### src/rtl/pipe_hazard_ctrl.sv
// Pipeline sequencer for the 5-stage core: hazard stalls, EX redirects, trap
// entry behind outstanding memory, debug halt with drain, and a stall-cycle counter.
module pipe_hazard_ctrl #(
    parameter int unsigned DRAIN_CYCLES = 3,
    parameter int unsigned CNT_W        = 32
) (
    input  logic             clk,
    input  logic             rst,
    input  logic [4:0]       id_rs1_raddr,
    input  logic [4:0]       id_rs2_raddr,
    input  logic             id_rs1_ren,
    input  logic             id_rs2_ren,
    input  logic [4:0]       ex_rd_waddr,
    input  logic             ex_is_load,
    input  logic             ex_jump,
    input  logic [31:0]      ex_jump_addr,
    input  logic             mdu_busy,
    input  logic             mem_busy,
    input  logic             trap_req,
    input  logic [31:0]      trap_addr,
    input  logic             halt_req,
    input  logic             resume_req,
    output logic             stall_pc,
    output logic             stall_ifid,
    output logic             stall_idex,
    output logic             flush_ifid,
    output logic             flush_idex,
    output logic             flush_exmem,
    output logic             redirect_valid,
    output logic [31:0]      redirect_addr,
    output logic             trap_ack,
    output logic             halted,
    output logic [CNT_W-1:0] stall_cnt
);

    typedef enum logic [1:0] {
        ST_RUN       = 2'd0,
        ST_TRAP_WAIT = 2'd1,
        ST_DRAIN     = 2'd2,
        ST_HALTED    = 2'd3
    } state_e;

    localparam logic [3:0] DRAIN_INIT = 4'(DRAIN_CYCLES - 1);

    state_e           state_q, state_d;
    logic [31:0]      trap_addr_q, trap_addr_d;
    logic [3:0]       drain_q, drain_d;
    logic [CNT_W-1:0] cnt_q, cnt_d;

    logic rs1_hit, rs2_hit, load_use;

    logic        s_pc, s_ifid, s_idex;
    logic        f_ifid, f_idex, f_exmem;
    logic        rv, ack, hlt;
    logic [31:0] ra;

    assign rs1_hit  = id_rs1_ren && (id_rs1_raddr == ex_rd_waddr);
    assign rs2_hit  = id_rs2_ren && (id_rs2_raddr == ex_rd_waddr);
    assign load_use = ex_is_load && (ex_rd_waddr != 5'd0) && (rs1_hit || rs2_hit);

    // State register, trap vector latch, drain counter and stall counter.
    always_ff @(posedge clk) begin
        if (!rst) begin
            state_q     <= ST_RUN;
            trap_addr_q <= '0;
            drain_q     <= '0;
            cnt_q       <= '0;
        end else begin
            state_q     <= state_d;
            trap_addr_q <= trap_addr_d;
            drain_q     <= drain_d;
            cnt_q       <= cnt_d;
        end
    end

    always_comb begin
        state_d     = state_q;
        trap_addr_d = trap_addr_q;
        drain_d     = drain_q;
        cnt_d       = cnt_q + {{(CNT_W-1){1'b0}}, stall_pc};
        unique case (state_q)
            ST_RUN, ST_DRAIN: begin
                // A trap pre-empts everything, including a drain already in progress.
                if (trap_req) begin
                    if (mem_busy) begin
                        state_d     = ST_TRAP_WAIT;
                        trap_addr_d = trap_addr;
                    end else begin
                        state_d = ST_RUN;
                    end
                end else if (state_q == ST_DRAIN) begin
                    if (drain_q != 4'd0) begin
                        drain_d = drain_q - 4'd1;
                    end else if (!mem_busy && !mdu_busy) begin
                        state_d = ST_HALTED;
                    end
                end else if (!ex_jump && !mdu_busy && !load_use && halt_req) begin
                    drain_d = DRAIN_INIT;
                    state_d = ST_DRAIN;
                end
            end
            ST_TRAP_WAIT: begin
                if (!mem_busy) begin
                    state_d = ST_RUN;
                end
            end
            ST_HALTED: begin
                if (resume_req) begin
                    state_d = ST_RUN;
                end
            end
            default: state_d = ST_RUN;
        endcase
    end

    always_comb begin
        s_pc    = 1'b0;
        s_ifid  = 1'b0;
        s_idex  = 1'b0;
        f_ifid  = 1'b0;
        f_idex  = 1'b0;
        f_exmem = 1'b0;
        rv      = 1'b0;
        ra      = '0;
        ack     = 1'b0;
        hlt     = 1'b0;
        unique case (state_q)
            ST_RUN, ST_DRAIN: begin
                if (trap_req && !mem_busy) begin
                    rv      = 1'b1;
                    ra      = trap_addr;
                    f_ifid  = 1'b1;
                    f_idex  = 1'b1;
                    f_exmem = 1'b1;
                    ack     = 1'b1;
                end else if (trap_req) begin
                    s_pc   = 1'b1;
                    s_ifid = 1'b1;
                    f_idex = 1'b1;
                end else if (state_q == ST_DRAIN) begin
                    s_pc   = 1'b1;
                    f_ifid = 1'b1;
                end else if (ex_jump) begin
                    rv     = 1'b1;
                    ra     = ex_jump_addr;
                    f_ifid = 1'b1;
                    f_idex = 1'b1;
                end else if (mdu_busy) begin
                    s_pc    = 1'b1;
                    s_ifid  = 1'b1;
                    s_idex  = 1'b1;
                    f_exmem = 1'b1;
                end else if (load_use) begin
                    // One bubble suffices: the load leaves EX on the next edge.
                    s_pc   = 1'b1;
                    s_ifid = 1'b1;
                    f_idex = 1'b1;
                end else if (halt_req) begin
                    s_pc   = 1'b1;
                    f_ifid = 1'b1;
                end
            end
            ST_TRAP_WAIT: begin
                if (mem_busy) begin
                    s_pc   = 1'b1;
                    s_ifid = 1'b1;
                    f_idex = 1'b1;
                end else begin
                    rv      = 1'b1;
                    ra      = trap_addr_q;
                    f_ifid  = 1'b1;
                    f_idex  = 1'b1;
                    f_exmem = 1'b1;
                    ack     = 1'b1;
                end
            end
            ST_HALTED: begin
                hlt    = 1'b1;
                s_pc   = 1'b1;
                f_ifid = 1'b1;
            end
            default: begin
                hlt = 1'b0;
            end
        endcase
    end

    // Flush wins over stall on the same register; everything is quiet in reset.
    assign stall_pc       = rst & s_pc;
    assign stall_ifid     = rst & s_ifid & ~f_ifid;
    assign stall_idex     = rst & s_idex & ~f_idex;
    assign flush_ifid     = rst & f_ifid;
    assign flush_idex     = rst & f_idex;
    assign flush_exmem    = rst & f_exmem;
    assign redirect_valid = rst & rv;
    assign redirect_addr  = rst ? ra : 32'd0;
    assign trap_ack       = rst & ack;
    assign halted         = rst & hlt;
    assign stall_cnt      = cnt_q;

endmodule

### config.mk
export PLATFORM = sky130hd
export DESIGN_NAME = pipe_hazard_ctrl
export DESIGN_NICKNAME = d
export VERILOG_FILES = /design/src/rtl/pipe_hazard_ctrl.sv
export SDC_FILE = /design/constraint.sdc
export NUM_CORES = 1
export LEC_CHECK = 0
export CAP_MARGIN = 20
export CORE_MARGIN = 4
export CORE_UTILIZATION = 47
export DETAILED_ROUTE_END_ITERATION = 10
export PLACE_DENSITY = 0.87
export SYNTH_ARGS = -nofsm -noshare
export SYNTH_HDL_FRONTEND = slang
export SYNTH_SLANG_ARGS = --single-unit
### constraint.sdc
create_clock -name clk -period 12 [get_ports clk]
set_input_delay 3.6 -clock clk [delete_from_list [all_inputs] [get_ports clk]]
set_output_delay 3.6 -clock clk [all_outputs]
set_load 0.05 [all_outputs]
Word-level counts from Yosys, hierarchy flattened
Cells that the tools add are included.
{"block": "op_classes", "eq_ne": 11, "reduce_logical": 22, "muxes": 65, "n_bitwise": 14, "addsub": 2}
{"op": "two-way mux 32 bit", "count": 6}
{"op": "case mux 32 bit (2 select lines)", "count": 1}
{"op": "two-way mux 1 bit", "count": 40}
{"op": "adder 32 x 1 -> 32 bit", "count": 1}
{"op": "two-way mux 2 bit", "count": 7}
{"op": "two-way mux 4 bit", "count": 3}
{"op": "!= test 4 bit (second input constant)", "count": 3}
{"op": "bitwise AND 1 bit", "count": 11}
{"op": "== test 5 bit", "count": 2}
{"op": "case mux 1 bit (2 select lines)", "count": 5}
{"op": "logical AND 1 bit", "count": 9}
{"op": "case mux 1 bit (3 select lines)", "count": 2}
{"op": "case mux 2 bit (3 select lines)", "count": 1}
{"op": "AND reduction 5 bit", "count": 1}
{"op": "nonzero test 5 bit", "count": 1}
{"op": "== test 2 bit (second input constant)", "count": 2}
{"op": "logical NOT 1 bit", "count": 4}
{"op": "!= test 2 bit (second input constant)", "count": 2}
{"op": "AND reduction 4 bit", "count": 1}
{"op": "nonzero test 4 bit", "count": 1}
{"op": "subtractor 4 x 1 -> 4 bit (second input constant)", "count": 1}
{"op": "inverter 1 bit", "count": 3}
{"op": "AND reduction 3 bit", "count": 1}
{"op": "== test 2 x 1 -> 1 bit (second input constant)", "count": 1}
{"op": "5 further kinds", "count": 5}
{"block": "word_totals", "wordCells": 118, "reg_bits": 70, "input_bits": 90, "output_inout_bits": 73}

Longest topological paths before layout
Gate-level depths: netlist (run 1).
{"block": "depth", "ltp_word": 13, "mapped_depth": 13}

Worst setup path before layout (run 1)
No wires, ideal clock.
{"block": "synth_path", "path_kind": "input to output", "from": "input mem_busy", "to": "output stall_pc", "path_buffers": 2, "stages": 5, "t_arrival_ns": 5.832, "path_slack_ns": 2.568, "path_cell_list": "clkbuf_1 nor2b_1 buf_2 or4_1 o31ai_1"}
{"block": "synth_between", "elab_chain_cells": 5, "elab_cells_between_ends": 6}
{"element": "start: declaration", "line": "18", "text": "input logic mem_busy,"}
{"element": "logical NOT 1 bit", "line": "129", "text": "if (trap_req && !mem_busy) begin"}
{"element": "logical AND 1 bit", "line": "129"}
{"element": "two-way mux 1 bit", "line": "129"}
{"element": "case mux 1 bit (3 select lines) *", "line": "127", "text": "unique case (state_q)"}
{"element": "bitwise AND 1 bit *", "line": "189", "text": "assign stall_pc = rst & s_pc;"}
{"element": "end: declaration", "line": "23", "text": "output logic stall_pc,"}
Mark *: on every way between the ends. The rest lies on a longest branch, timed or not.

Worst setup path in the final report (run 1)
{"block": "layout_path", "from": "input trap_req", "to": "output redirect_addr[16]"}
{"block": "layout_between", "elab_chain_cells": 4, "elab_cells_between_ends": 5}
{"element": "start: declaration", "line": "19", "text": "input logic trap_req,"}
{"element": "two-way mux 32 bit or logical AND 1 bit (tied branches)", "line": "136, 129"}
{"element": "two-way mux 32 bit *", "line": "129"}
{"element": "case mux 32 bit (2 select lines) *", "line": "127"}
{"element": "two-way mux 32 bit *", "line": "196", "text": "assign redirect_addr = rst ? ra : 32'd0;"}
{"element": "end: declaration", "line": "30", "text": "output logic [31:0] redirect_addr,"}
Marks and branches as above.

==> results of run 1 <==
[per-layer routing]
metal,part of all wire,routed length [um],vias up
met3,0.089,1180,30
met4,0.023,301,0
met2,0.49,6531,242
met1,0.39,5189,2172
met5,0,0,-
li1,-,-,2204
[final cells by class]
cell class / instances / share of cell area
multi-input cells: 398 / 0.4086
repair buffers: 166 / 0.2882
flip-flops and latches: 70 / 0.2405
well taps: 105 / 0.02255
inverters: 8 / 0.005154
clock buffers: 11 / 0.02255
clock inverters: 4 / 0.01245
[sequential cells by signal, summed over array words and instances, names as in the netlist]
signal       count
stall_cnt       32
trap_addr_q     32
drain_q          4
state_q          2
[power by group]
| group | leakage, nW | total (mW) | switching (mW) | internal (mW) |
|---|---|---|---|---|
| combinational | 1.27 | 0.132 | 0.0726 | 0.0592 |
| clock | 0.0994 | 0.203 | 0.0876 | 0.116 |
| sequential | 0.568 | 0.243 | 0.00466 | 0.238 |
[critical path, cell delays in order]
cell and delay [ns]:
clkdlybuf4s50_1 0.61, nor2b_1 0.65, and2_1 0.89, a222oi_1 0.26, nor2_1 0.18, clkdlybuf4s50_1 0.82
[logic make-up after synthesis]
kind of cell / after synthesis
buf+inv: 51
flops: 70
fa+ha+maj: 4
mux: 1
simple gates: 225
compound gates: 147
xor+xnor: 21
[layout by cell type (no fill, tap or decap), types with 8 or more instances in the layout]
cell               n
clkdlybuf4s50_1  162
nand2_1           83
dfxtp_1           70
a21oi_1           54
nor2_1            50
a222oi_1          25
nand3_1           16
or4_1             15
nand4_1           15
o21ai_0           15
o31ai_1           13
xnor2_1           12
xor2_1             9
clkbuf_8           9
and3_1             8
[synthesized netlist by cell type, drive strengths merged]
cell type	n	area, um^2
mux2	1	11.26
o21a	5	37.54
a22oi	7	52.55
inv	8	30.03
nand4	15	93.84
nand3	16	80.08
dfxtp	70	1401
o211a	1	10.01
nand2b	2	12.51
nor3	5	25.02
or2	2	12.51
o21ai	17	85.08
nor2	50	187.7
a211o	1	8.760
o22ai	1	6.260
nor3b	3	22.52
a21bo	1	10.01
xnor2	12	105.1
ha	4	50.05
o31a	3	26.28
and2	4	25.02
a32o	7	70.07
a211oi	3	22.52
a222oi	25	250.2
or3b	2	17.52
a2111oi	1	8.760
and3	9	57.56
buf	7	31.28
nand2	83	311.6
o31ai	13	97.59
nor4	3	18.77
nor2b	2	12.51
a31oi	1	6.260
o22a	1	8.760
a21oi	54	270.3
or4b	2	20.02
or3	5	31.28
a311o	3	30.03
clkbuf	36	135.1
xor2	9	78.83
o221ai	2	17.52
nand3b	1	7.510
and4	6	53.80
or4	15	112.6
a221o	1	10.01
[final timing paths]
path	startpoint	end	slack (ns)	cells after the start
max reg2reg	state_q[1]	stall_cnt[30]	8.52	9
min reg2reg	trap_addr_q[16]	trap_addr_q[16]	0.46	2
min	trap_addr_q[16]	trap_addr_q[16]	0.46	2
max	trap_req	redirect_addr[16]	1.37	6
[per-stage QoR]
stage	setup WS, ns	utilization	hold slack [ns]	std cells
2_1_floorplan	2.568	-	0.4357	519
3_3_place_gp	1.545	0.6782	0.4429	744
3_5_place_dp	1.413	0.6782	0.4512	744
4_1_cts	1.423	0.7031	0.4618	759
5_1_grt	1.139	0.7092	0.4752	762
6_report	1.368	0.7092	0.4630	762
==> reports/qor.csv, run 1 <==
stage,metric,value,unit
status,outcome,finished clean,
min_path,worstHoldPathType,flop to flop,
finish,synthToLayoutAreaGrowth,46.63,%
sta,rsz0062_at_grt,no,
critical_path,critPathMaxFanout,27,
critical_path,cp-start-kind,primary input,
die,die_h,99.95,um
die,ios,163,
grt,grt_use_met3,0.06532,
drt,wl_per_cell,17.33,um
drt,routed_wl,13200,um
critical_path,crit_required,8.40,ns
finish,antennaDiodeCount,0,
drt,drc,0,
clock_tree,cts.sinks,70,
critical_path,path_class,primary input to primary output,
sta,timing.fmax,94.06,MHz
placement,place_congestion,0.9198,
die,start_util,0.4836,
sta,period_share,0.8860,
clock_tree,root_buffer,clkbuf_8,
logic_synthesis,syn-num-nets,613,
drt,viasPerCell,6.100,
clock_tree,cts_setup_buffers,0,
sta,period_minus_slack,10.63,ns
logic_synthesis,synth-adder-area-share,0.01259,
grt,grtUsageMet1,0.3208,
sta,tns,0,ns
power,power_density,99.24,nW/um^2
clock_tree,path_clk_slew,0.07,ns
power,leakage,1.939,nW
grt,grt_pass1_vias,4409,
logic_synthesis,ys_seq_area_frac,0.3526,
sta,maxSlewHeadroom,0.3337,
finish,fill_cells,668,
sta,clock_skew,0.003582,ns
placement,numPortBuffers,162,
finish,fin_nets,747,
logic_synthesis,syn_area,3974,um^2
sta,worstMarginPinSlew,0.9995,ns
placement,hpwl,9640,um
die,dieArea,9990,um^2
logic_synthesis,synth_top_family_by_area,simple AND/OR/NAND/NOR gates,
finish,multi_input_area,2381,um^2
logic_synthesis,synth_compound_area_frac,0.2588,
critical_path,arrival,7.03,ns
finish,seqCellArea,1401,um^2
finish,final_area,5827,um^2
flow_run,drv_cap,0,
die,rows,33,
grt,grt_pass1_wl,21090,um
sta,setup_violations,0,
drt,detail_route.first_pass.iterations,7,
finish,drive_above_1_share,0.03805,
sta,hold_violations,0,
logic_synthesis,synth.avg_cell_area,7.657,um^2
grt,antenna_found_initial,0,
power,power.total,0.5783,mW
drt,vias,4648,
grt,overflow,0,
logic_synthesis,yosys.area_share.simple,0.2774,
drt,ant_nets,0,
logic_synthesis,synth.mux.area_fraction,0.002834,
sta,final_max_slew_viol_count,0,
logic_synthesis,syn_inst,519,
clock_tree,cts_tree,built,
die,core_area,8217,um^2
logic_synthesis,ys_ff_latch,70,
drt,drt-initial-drc-count,457,
clock_tree,clk_latency,0.34,ns
logic_synthesis,synthXorXnorAreaFrac,0.04628,
grt,grt_max_degree,70,
clock_tree,cts_buffer_depth,2,
critical_path,end_kind,primary output,
clock_tree,ctsHoldBuffers,0,
clock_tree,ctsResizeCount,0,
clock_tree,ctsHtreeMaxLevel,3,
power,ir_worst_vdd,62.13,uV
grt,track_usage,0.2593,
grt,met2_usage,0.4259,
placement,placed_cell_area,5573,um^2
logic_synthesis,yosysWarnings,0,
logic_synthesis,ys_types,49,
clock_tree,cts_buffers,9,
grt,top_usage_layer,met2,
die,die_w,99.95,um
Power figures use the tool's default switching activity.
==> run 2, diff against run 1 <==
--- a/config.mk
+++ b/config.mk
@@ -7,9 +7,10 @@
 export LEC_CHECK = 0
 export CAP_MARGIN = 20
 export CORE_MARGIN = 4
-export CORE_UTILIZATION = 47
+export CORE_UTILIZATION = 55
 export DETAILED_ROUTE_END_ITERATION = 10
-export PLACE_DENSITY = 0.87
+export DONT_BUFFER_PORTS = 1
+export PLACE_DENSITY = 0.73
 export SYNTH_ARGS = -nofsm -noshare
 export SYNTH_HDL_FRONTEND = slang
 export SYNTH_SLANG_ARGS = --single-unit
==> constraint.sdc (replaced) <==
create_clock -name clk -period 9.5 [get_ports clk]
set_input_delay 2.85 -clock clk [delete_from_list [all_inputs] [get_ports clk]]
set_output_delay 2.85 -clock clk [all_outputs]
set_load 0.05 [all_outputs]
==> run 2 against run 1 <==
Net effect: the flow now finishes with violations (design-rule violations); via count down 15%; sequential power grew 27%; worst setup slack worse by 0.045 ns; largest cell class unchanged.
==> reports/qor.csv, run 2 (same netlist as run 1, synthesis figures left out) <==
stage,metric,value,unit,change
placement,numPortBuffers,0,,-100%
critical_path,critPathMaxFanout,27,,unchanged
sta,final_max_slew_viol_count,0,,unchanged
power,power_frac_comb,0.153,,-0.075
grt,antenna_found_initial,0,,unchanged
sta,tns,0,ns,unchanged
power,leakage,1.336,nW,-31%
sta,worstMarginPinSlew,1.096,ns,+0.09693 ns
flow_run,drv_cap,0,,unchanged
sta,hold_violations,0,,unchanged
sta,period_share,0.8607,,
clock_tree,cts.sinks,70,,unchanged
placement,dp_slack,1.326,ns,-0.08770 ns
finish,final_common_cell,nand2_1,,
die,dieArea,8649,um^2,-13%
clock_tree,clk_latency,0.35,ns,about the same
grt,overflow,0,,unchanged
drt,detail_route.first_pass.iterations,11,,+4
clock_tree,path_clk_slew,0.08,ns,about the same
sta,timing.fmax,122.3,MHz,
finish,final_cell_mix,"83 x nand2_1, 70 x dfxtp_1, 54 x a21oi_1",,
grt,grt_max_degree,69,,-1.4%
power,ir_worst_vdd,82.43,uV,+33%
sta,period_minus_slack,8.176,ns,
drt,wl_per_cell,19.18,um,+11%
critical_path,worstSetupStartpoint,trap_req,,
power,switching_share,0.3114,,+0.02641
sta,maxSlewHeadroom,0.2647,,-0.06902
sta,rsz0062_at_grt,no,,
status,violations,design-rule violations,,
min_path,worstHoldPathType,flop to flop,,
critical_path,end_kind,primary output,,
clock_tree,cts_tree,built,,
finish,seqCellArea,1401,um^2,unchanged
finish,fill_cells,664,,-0.60%
die,ios,163,,unchanged
sta,clock_skew,0.006271,ns,+0.002689 ns
finish,multi_input_area,2396,um^2,+0.63%
drt,ant_nets,0,,unchanged
die,die_w,93,um,-7.0%
critical_path,crit_required,6.65,ns,-1.75 ns
drt,routed_wl,11370,um,-14%
critical_path,path_class,primary input to primary output,,
min_path,hp-start,trap_addr_q[5],,
clock_tree,ctsHoldBuffers,0,,unchanged
placement,hpwl,7992,um,-17%
drt,drt-initial-drc-count,307,,-33%
finish,drive_above_1_share,0.06439,,+0.02633
sta,setup_violations,0,,unchanged
clock_tree,cts_setup_buffers,0,,unchanged
die,die_h,93,um,-7.0%
sta,fin_ws,1.324,ns,-0.04459 ns
finish,antennaDiodeCount,0,,unchanged
placement,place_congestion,0.8753,,-4.8%
clock_tree,cts_buffer_depth,2,,unchanged
clock_tree,ctsHtreeMaxLevel,3,,unchanged
critical_path,rrSetupSlack,5.05,ns,-3.47 ns
finish,fin_nets,586,,-22%
die,start_util,0.5754,,+0.09173
drt,viasPerCell,6.656,,+9.1%
critical_path,arrival,5.33,ns,-1.70 ns
power,switching_power,0.2033,mW,+23%
die,rows,30,,-9.1%
drt,drc,1,,+1
clock_tree,root_buffer,clkbuf_8,,
finish,synthToLayoutAreaGrowth,5.258,%,
power,clkPwrFrac,0.374,,+0.022
critical_path,cp-start-kind,primary input,,
power,p_seq_frac,0.474,,+0.054
status,outcome,"finished, violations left",,
power,internal_power,0.4495,mW,+8.7%
grt,track_usage,0.2598,,+0.0005265
drt,vias,3947,,-15%
clock_tree,cts_buffers,9,,unchanged
power,power_density,156.1,nW/um^2,+57%
die,core_area,6907,um^2,-16%
critical_path,reg2reg_from,state_q[1],,
clock_tree,ctsResizeCount,0,,unchanged
grt,grt_pass1_wl,18240,um,-14%
grt,grt_pass1_vias,3733,,-15%
run 2: through the flow:
step	cell area [um^2]	instances	util	power (mW)	hold slack (ns)
final	4183	593	0.6056	0.6529	0.4609
after CTS	4183	593	0.6056	0.6563	0.4608
after detailed placement	3985	577	0.5770	0.4156	0.4500
after global placement	3985	577	0.5770	0.4134	0.4409
after floorplan	3974	519	-	0.4030	0.4357
after global routing	4183	593	0.6056	0.6782	0.4808
run 2: layer usage:
| layer | track usage | vias to the layer above | wire (um) |
|---|---|---|---|
| met5 | 0 | - | 0 |
| met2 | 0.4607 | 213 | 5710 |
| met3 | 0.07804 | 14 | 1220 |
| li1 | - | 1880 | - |
| met1 | 0.3019 | 1840 | 4315 |
| met4 | 0.07448 | 0 | 127 |
run 2: final timing paths:
check                                    endpoint  depth (start not counted)
worst min register to register     trap_addr_q[5]                          2
worst max register to register      stall_cnt[28]                         10
worst min-delay path               trap_addr_q[5]                          2
worst max-delay path            redirect_addr[26]                          4
run 2: power by group through the flow:
| stage | Clock, mW | Combinational, mW | Sequential (mW) |
|---|---|---|---|
| 2_1_floorplan | 0 | 0.0891 | 0.314 |
| 3_3_place_gp | 0 | 0.0977 | 0.316 |
| 3_5_place_dp | 0 | 0.0995 | 0.316 |
| 4_1_cts | 0.247 | 0.0997 | 0.309 |
| 5_1_grt | 0.260 | 0.108 | 0.310 |
| 6_report | 0.244 | 0.0996 | 0.309 |
run 2: final cells by class:
class                      instances  share of cell area
multi-input combinational        398              0.5728
sequential                        70              0.3350
clock buffer                       9             0.02961
tap                               96             0.02872
clock inverter                     7             0.01765
timing repair buffer               5            0.008974
inverter                           8            0.007179
run 2: worst max-delay path, cell delays in order:
cell      delay (ns)
nor2b_1         0.56
and2_1          0.87
a222oi_1        0.26
nor2_1          0.77
==> run 3, diff against run 2 <==
--- a/config.mk
+++ b/config.mk
@@ -10,7 +10,7 @@
 export CORE_UTILIZATION = 55
 export DETAILED_ROUTE_END_ITERATION = 10
 export DONT_BUFFER_PORTS = 1
-export PLACE_DENSITY = 0.73
+export PLACE_DENSITY = 0.7
 export SYNTH_ARGS = -nofsm -noshare
 export SYNTH_HDL_FRONTEND = slang
 export SYNTH_SLANG_ARGS = --single-unit
==> constraint.sdc (replaced) <==
create_clock -name clk -period 10.5 [get_ports clk]
set_input_delay 3.15 -clock clk [delete_from_list [all_inputs] [get_ports clk]]
set_output_delay 3.15 -clock clk [all_outputs]
set_load 0.05 [all_outputs]
==> run 3 against run 2 <==
Net effect: the run now ends clean; core utilization rose by 0.69 points; final area rose by 1.1%; first-iteration DRC count fell by 0.65%; sequential cell count did not move; critical path type unchanged; cell count fell by 0.17%; sequential share of layout area fell by 0.38 points; via count rose by 0.96%; sequential power fell by 9.4%; clock skew rose by 0.0021 ns; clock-buffer cell count rose by 2.
==> reports/qor.csv, run 3 (same netlist as run 1, synthesis figures left out) <==
stage,metric,value,unit,change
power,clkPwrFrac,0.425,,+0.051
min_path,hp-start,trap_addr_q[23],,
critical_path,end_kind,primary output,,
power,switching_share,0.2837,,-0.02776
grt,antenna_found_initial,0,,unchanged
min_path,min_delay_path_depth,2,,unchanged
drt,detail_route.first_pass.iterations,8,,-3
sta,tns,0,ns,unchanged
clock_tree,ctsHoldBuffers,0,,unchanged
critical_path,reg2reg_from,state_q[1],,
drt,ant_nets,0,,unchanged
die,dieArea,8649,um^2,unchanged
die,die_h,93,um,unchanged
finish,final_cell_mix,"83 x nand2_1, 70 x dfxtp_1, 54 x a21oi_1",,
drt,wl_per_cell,19.16,um,about the same
sta,hold_violations,0,,unchanged
critical_path,arrival,5.72,ns,+0.39 ns
clock_tree,path_clk_slew,0.08,ns,about the same
critical_path,rrSetupSlack,6.04,ns,+0.99 ns
drt,routed_wl,11340,um,-0.25%
sta,clock_skew,0.008339,ns,+0.002069 ns
critical_path,path_class,primary input to primary output,,
grt,grt_max_degree,69,,unchanged
clock_tree,cts_tree,built,,
clock_tree,root_buffer,clkbuf_8,,
sta,period_minus_slack,8.875,ns,
placement,numPortBuffers,0,,unchanged
sta,maxSlewHeadroom,0.2430,,-0.02168
finish,final_area,4230,um^2,+1.1%
sta,rsz0062_at_grt,no,,
power,power.total,0.6437,mW,-1.4%
power,ir_worst_vdd,85.73,uV,+4.0%
die,rows,30,,unchanged
clock_tree,cts_setup_buffers,0,,unchanged
critical_path,r2r_end,stall_cnt[30],,
clock_tree,ctsResizeCount,0,,unchanged
status,outcome,finished clean,,
die,core_area,6907,um^2,unchanged
grt,grt_pass1_wl,17970,um,-1.5%
min_path,worstHoldPathType,flop to flop,,
finish,final_common_cell,nand2_1,,
clock_tree,cts.sinks,70,,unchanged
clock_tree,cts_buffers,9,,unchanged
power,leakage,1.352,nW,+1.2%
finish,synthToLayoutAreaGrowth,6.455,%,
drt,viasPerCell,6.731,,+1.1%
drt,drt-initial-drc-count,305,,-0.65%
critical_path,crit_required,7.35,ns,+0.70 ns
critical_path,reg2reg_depth,10,,unchanged
finish,drive_above_1_share,0.06250,,-0.001886
sta,setup_violations,0,,unchanged
sta,timing.fmax,112.7,MHz,
min_path,whs_endpoint,trap_addr_q[23],,
drt,vias,3985,,+0.96%
sta,worstMarginPinSlew,1.129,ns,+0.03232 ns
flow_run,drv_cap,0,,unchanged
power,power_frac_comb,0.140,,-0.013
grt,track_usage,0.2550,,-0.004861
sta,final_max_slew_viol_count,0,,unchanged
die,ios,163,,unchanged
placement,placed_cell_area,3983,um^2,about the same
power,power_density,152.2,nW/um^2,-2.5%
power,switching_power,0.1826,mW,-10%
grt,overflow,0,,unchanged
clock_tree,clk_latency,0.35,ns,about the same
drt,drc,0,,-1
power,internal_power,0.4611,mW,+2.6%
clock_tree,cts_buffer_depth,2,,unchanged
sta,hold_slack,0.4577,ns,-0.003241 ns
critical_path,critPathMaxFanout,27,,unchanged
finish,utilization,0.6125,,+0.006884
die,die_w,93,um,unchanged
sta,period_share,0.8452,,
finish,fin_nets,585,,-0.17%
placement,place_congestion,0.8842,,+1.0%
die,start_util,0.5754,,unchanged
placement,hpwl,7730,um,-3.3%
critical_path,cp-start-kind,primary input,,
grt,grt_pass1_vias,3629,,-2.8%
finish,antennaDiodeCount,0,,unchanged
power,p_seq_frac,0.435,,-0.039
clock_tree,ctsHtreeMaxLevel,3,,unchanged
run 3: changes by cell type in the layout (fill, tap and decap cells not counted):
cell,change
buf_4,-1
bufinv_16,+2
clkbuf_1,+1
clkbuf_8,+1
clkinv_2,-2
clkinv_4,-1
inv_6,-1
nor3_1,-1
nor3_2,+1
run 3: how the worst max path moves through the flow:
stage | from | endpoint | slack [ns] | depth (start not counted)
final | trap_req | redirect_addr[23] | 1.63 | 4
after global routing | trap_req | redirect_addr[23] | 1.48 | 4
after CTS | trap_req | redirect_addr[23] | 1.66 | 4
after detailed placement | trap_req | redirect_addr[23] | 1.64 | 4
after global placement | trap_req | redirect_addr[23] | 1.79 | 4
after floorplan | mem_busy | stall_pc | 1.97 | 5
run 3: metrics by stage:
stage | instances | setup WS (ns)
final | 592 | 1.625
after CTS | 592 | 1.661
after global placement | 576 | 1.788
after floorplan | 519 | 1.968
after global routing | 592 | 1.483
after detailed placement | 576 | 1.641
run 3: final cells by class:
cell class	instances	area, um^2
multi-input combinational	398	2401
tap	96	120.1
inverter	8	30.03
timing repair buffer	4	30.03
clock buffer	11	141.4
clock inverter	5	106.4
fill	678	2676
sequential	70	1401
run 3: layer usage:
metal	wire (um)	track usage
met1	4524	0.3121
met2	5465	0.4265
met3	1175	0.09091
met4	179	0.06471
met5	0	0
run 3: worst max-delay path, stage by stage:
cell and delay (ns):
nor2b_1 0.65, and2_1 0.89, a222oi_1 0.26, nor2_1 0.75
run 3: power by group through the flow:
stage                     registers, mW  clock network (mW)  logic [mW]
after floorplan                   0.284                   0      0.0807
after global placement            0.286                   0      0.0885
after detailed placement          0.286                   0      0.0899
after CTS                         0.280               0.278      0.0901
after global routing              0.281               0.288      0.0974
final                             0.280               0.274      0.0900
